[config.mk]
export PLATFORM = sky130hd
export DESIGN_NAME = weight_bram_reader
export DESIGN_NICKNAME = d
export VERILOG_FILES = /design/src/rtl/weight_bram_reader.sv
export SDC_FILE = /design/constraint.sdc
export NUM_CORES = 1
export LEC_CHECK = 0
export ABC_AREA = 0
export CORE_MARGIN = 4
export CORE_UTILIZATION = 40
export DETAILED_ROUTE_END_ITERATION = 10
export GPL_ROUTABILITY_DRIVEN = 0
export PLACE_DENSITY_LB_ADDON = 0.2
export SETUP_SLACK_MARGIN = 0.15
export SKIP_LAST_GASP = 1
export SLEW_MARGIN = 20
export SYNTH_ARGS = -nofsm -noshare
export SYNTH_HDL_FRONTEND = slang
export SYNTH_SLANG_ARGS = --single-unit
[constraint.sdc]
create_clock -name clk -period 19.6 [get_ports clk]
set_clock_uncertainty 0.1 [all_clocks]
set_input_delay 3.92 -clock clk [delete_from_list [all_inputs] [get_ports clk]]
set_output_delay 3.92 -clock clk [all_outputs]
set_load 0.02 [all_outputs]
[src/rtl/weight_bram_reader.sv]
// Read sequencer for the per-lane weight buffer: one command fans out to all
// lanes as a diagonally skewed read stream, with per-lane valids on the returned data.
module weight_bram_reader #(
    parameter int SRAM_DEPTH = 50,
    parameter int BAND_WIDTH = 16,
    parameter int DATA_WIDTH = 8,
    localparam int AW = $clog2(SRAM_DEPTH),
    localparam int LW = $clog2(SRAM_DEPTH + 1)
) (
    input  logic                  clk,
    input  logic                  rstn,
    input  logic                  start_i,
    input  logic [AW-1:0]         base_i,
    input  logic [LW-1:0]         len_i,
    output logic                  enb_o   [BAND_WIDTH],
    output logic [AW-1:0]         addrb_o [BAND_WIDTH],
    input  logic [DATA_WIDTH-1:0] dob_i   [BAND_WIDTH],
    output logic [DATA_WIDTH-1:0] data_o  [BAND_WIDTH],
    output logic                  valid_o [BAND_WIDTH],
    output logic                  busy_o,
    output logic                  done_o,
    output logic                  err_o
);

    // Master counter peaks at L+BAND_WIDTH-2; SW also holds base+cnt without overflow.
    localparam int CW = $clog2(SRAM_DEPTH + BAND_WIDTH);
    localparam int SW = CW + 1;

    typedef enum logic [1:0] {IDLE, RUN, DRAIN} state_t;

    state_t        state_reg, state_next;
    logic [CW-1:0] cnt_reg, cnt_next;
    logic [AW-1:0] base_reg, base_next;
    logic [LW-1:0] len_reg, len_next;
    logic          busy_reg, busy_next;
    logic          done_reg, done_next;
    logic          err_reg, err_next;
    logic          run_next;
    logic          base_bad;
    logic          len_over;
    logic [SW-1:0] last_cnt;

    assign base_bad = {1'b0, base_i} >= (AW+1)'(SRAM_DEPTH);
    assign len_over = len_i > LW'(SRAM_DEPTH);
    assign last_cnt = SW'(len_reg) + SW'(BAND_WIDTH - 2);

    always_comb begin
        state_next = state_reg;
        cnt_next   = cnt_reg;
        base_next  = base_reg;
        len_next   = len_reg;
        busy_next  = busy_reg;
        done_next  = 1'b0;
        err_next   = 1'b0;
        run_next   = 1'b0;
        case (state_reg)
            IDLE: begin
                busy_next = 1'b0;
                if (start_i) begin
                    if (base_bad) begin
                        err_next = 1'b1;
                    end else if (len_i == '0) begin
                        len_next   = '0;
                        state_next = DRAIN;
                        done_next  = 1'b1;
                    end else begin
                        base_next  = base_i;
                        len_next   = len_over ? LW'(SRAM_DEPTH) : len_i;
                        cnt_next   = '0;
                        state_next = RUN;
                        busy_next  = 1'b1;
                        run_next   = 1'b1;
                    end
                end
            end
            RUN: begin
                if (SW'(cnt_reg) == last_cnt) begin
                    state_next = DRAIN;
                    done_next  = 1'b1;
                end else begin
                    cnt_next = cnt_reg + 1'b1;
                    run_next = 1'b1;
                end
            end
            DRAIN: begin
                state_next = IDLE;
                busy_next  = 1'b0;
            end
            default: begin
                state_next = IDLE;
                busy_next  = 1'b0;
            end
        endcase
    end

    always_ff @(posedge clk or negedge rstn) begin
        if (!rstn) begin
            state_reg <= IDLE;
            cnt_reg   <= '0;
            base_reg  <= '0;
            len_reg   <= '0;
            busy_reg  <= 1'b0;
            done_reg  <= 1'b0;
            err_reg   <= 1'b0;
        end else begin
            state_reg <= state_next;
            cnt_reg   <= cnt_next;
            base_reg  <= base_next;
            len_reg   <= len_next;
            busy_reg  <= busy_next;
            done_reg  <= done_next;
            err_reg   <= err_next;
        end
    end

    assign busy_o = busy_reg;
    assign done_o = done_reg;
    assign err_o  = err_reg;

    genvar gi;
    generate
        for (gi = 0; gi < BAND_WIDTH; gi++) begin : g_lane
            localparam logic [SW-1:0] LANE = SW'(gi);
            logic          enb_reg, enb_next;
            logic          valid_reg;
            logic [AW-1:0] addr_reg;
            logic [SW-1:0] rel, sum, wrapped;

            assign rel      = SW'(cnt_next);
            assign enb_next = run_next && (rel >= LANE) && (rel < LANE + SW'(len_next));
            // Only meaningful while the lane is enabled, where cnt >= lane keeps it non-negative.
            assign sum      = SW'(base_next) + rel - LANE;
            assign wrapped  = (sum >= SW'(SRAM_DEPTH)) ? sum - SW'(SRAM_DEPTH) : sum;

            always_ff @(posedge clk or negedge rstn) begin
                if (!rstn) begin
                    enb_reg   <= 1'b0;
                    valid_reg <= 1'b0;
                    addr_reg  <= '0;
                end else begin
                    enb_reg   <= enb_next;
                    valid_reg <= enb_reg;
                    if (enb_next) begin
                        addr_reg <= AW'(wrapped);
                    end
                end
            end

            assign enb_o[gi]   = enb_reg;
            assign addrb_o[gi] = addr_reg;
            assign valid_o[gi] = valid_reg;
            assign data_o[gi]  = dob_i[gi];
        end
    endgenerate

endmodule
==> results.md <==
* IO buf count at 145
* Max cap viols at 0
* Setup TNS at 0 ns
* Sequential area share after synthesis at 0.281
* Largest area contributor in the netlist: dfrtp_1
* FP Rows at 67
* WS Path Type: primary input to flip-flop
* First-pass GRT wire length at 64300 µm
* Detailed Place HPWL at 30000 µm
* Clk Tree Root Cell: clkbuf_16
* First DRT Iteration DRCs at 982
* Die Y-Extent at 192 µm
* Via/cell ratio at 5.82
* Remaining DRCs at 0
* Initial antenna violation count at 0
* FF+latch count, synth at 152
* Worst setup SP type: primary input
* Synth Net Count at 1858
* Final Hold Fails at 0
* Clock Latency Late Sink at 0.44 ns
* Hold_buf cts at 0
* Yosys Warn Count at 0
* Gr usage total at 0.220
* Slew at the pin closest to its max-slew limit at 1.12 ns
* WL per Instance at 20.2 µm
* CP Capture Type: flip-flop
* Main area contributors after synthesis: dfrtp_1 (28%), ha_1 (12%), buf_4 (9.0%)
* Share of the synthesized area in the top cell type at 0.281
* Final net count at 1829
* Num CTS Buffers at 17
* Final hold slack at 0.269 ns
* Main synth FF type: dfrtp_1
* Area growth, synth to finish at 10.1%
* CTS tree: done
* Number of synthesized flops with an enable pin at 0
* Layout cell share with drive strength beyond 1 at 0.0751
* Total wire length at 40800 µm
* Resize count post-CTS at 0
* I/O pins at 402
* WP data required at 19.85 ns
* Die width at 192 µm
* Leading cell type in the layout, fill and taps excluded: nand2_1
* Max Freq at 97.5 MHz
* # fillers at 3255
* Setup Fix Bufs, Post-CTS at 0
* Final Max Tran Viols at 0
* Highest routed layer: met4
* Pre-CTS setup slack at 9.07 ns
* Final setup viols at 0
* Pin count of the biggest net entering global routing at 78
* Worst slew margin at 0.251
* Fraction of registers with async set/reset at 1.00
* Starting Density at 0.405
* Met3 WL at 2770 µm
* Worst Path Arrival at 10.50 ns
* H-tree depth at 4
* CTS Buffer Depth at 2
* Core area at 33400 µm²
* Overflow after GRT at 0
* Final worst slack at 9.35 ns
* Post-route ant nets at 0
* Worst Hold Class: flip-flop to flip-flop
* Synthesized cell area at 13500 µm²
* Syn avg cell area at 8.53 µm²
* Gate Count Post-Synth at 1588
* Max reg flops at 96
* CTS clock-pin slew for the worst setup and hold paths at 0.06 ns
* Most frequent cells in the layout: nand2_1 (204), dfrtp_1 (152), clkdlybuf4s50_1 (144), ha_1 (126)
* Met2 Wirelength at 17900 µm
* Wire length on met1 at 19100 µm
* Run status: completed
* Via count at 11700
* Unrepaired setup endpoints after global routing: false
* Vias in the first global route at 11300
* Clk sinks at 152
* Die area at 36900 µm²
* Minimum clock period at 10.25 ns
* Antenna cells at 0
* Drt first pass iters at 5
* CP Max Fanout at 28
* Final Cycle Share at 0.523
* Yosys cell types at 94
-- final cells by class --
class | instances | area [µm²] | area share
inverters | 62 | 233 | 0.0156
flip-flops and latches | 152 | 3800 | 0.255
clock buffers | 20 | 457 | 0.0306
clock inverters | 11 | 124 | 0.00831
multi-input cells | 1156 | 8090 | 0.542
well taps | 448 | 561 | 0.0376
repair buffers | 170 | 1640 | 0.110
-- routing by layer --
metal  vias to the layer above  track usage
li1                       5566            -
met1                      5630        0.316
met2                       462        0.338
met3                        89       0.0423
met4                         0       0.0634
met5                         -            0
-- synthesized netlist by cell type (all sizes together), types with 4 or more instances --
cell type,instances
o211ai,25
nand3,40
o41ai,6
o221ai,12
nor4,8
o2111ai,14
or2,8
o21a,11
a211oi,22
nand2b,6
and2,7
nor2,74
o311ai,15
mux2i,7
o21ai,78
nor2b,8
clkbuf,44
o32ai,4
and3,15
xor2,18
buf,174
a21boi,5
or4,12
nand4,35
a21o,54
nand2,204
a21oi,86
or3,16
mux2,9
a32o,4
inv,60
a31oi,25
a211o,12
nor3,28
ha,126
nand4b,4
o31ai,18
dfrtp,152
xnor2,84
a31o,6
o22ai,7
and4,5
-- kinds of logic after synthesis --
family / synth area share
xor+xnor: 0.0687
compound gates: 0.227
buf+inv: 0.124
mux: 0.0127
simple gates: 0.169
fa+ha+maj: 0.118
flops: 0.281
-- worst paths after layout --
check                           slack [ns]                         from  cells after the start                           endpoint
worst min-delay path                  0.27  g_lane[2].enb_reg$_DFF_PN0_                      0      g_lane[2].valid_reg$_DFF_PN0_
worst max register to register       12.66         len_reg[1]$_DFF_PN0_                     22  g_lane[5].addr_reg[3]$_DFFE_PN0P_
worst min register to register        0.27  g_lane[2].enb_reg$_DFF_PN0_                      0      g_lane[2].valid_reg$_DFF_PN0_
worst max-delay path                  9.35                    base_i[3]                     20  g_lane[5].addr_reg[3]$_DFFE_PN0P_
max in group asynchronous            14.85                         rstn                      2  g_lane[0].addr_reg[2]$_DFFE_PN0P_
min in group asynchronous             3.41                         rstn                      1      g_lane[9].valid_reg$_DFF_PN0_
-- metrics by stage --
step,std cells,util,area (µm²)
finish,2019,0.446,14900
global route,2019,0.446,14900
CTS,2018,0.445,14900
detailed placement,1987,0.428,14300
global placement,1987,0.428,14300
floorplan,1588,-,13500
-- critical path, stage by stage --
cell and delay [ns]:
clkdlybuf4s50_1 0.44, o311ai_1 0.46, o2111ai_1 0.32, a32o_1 0.36, nor2_1 0.35, inv_1 0.29
fa_1 0.55, a21o_1 0.20, a21oi_1 0.27, xnor2_2 0.08, buf_4 0.26, inv_2 0.41
ha_1 0.55, a21boi_0 0.64, and2_1 0.22, o211ai_1 0.08, o311ai_0 0.13, nand4_1 0.39
and3_1 0.33, o31ai_1 0.21
Power is not shown: default switching activity piles up to over one toggle a cycle in this logic, so the estimate is an artifact.
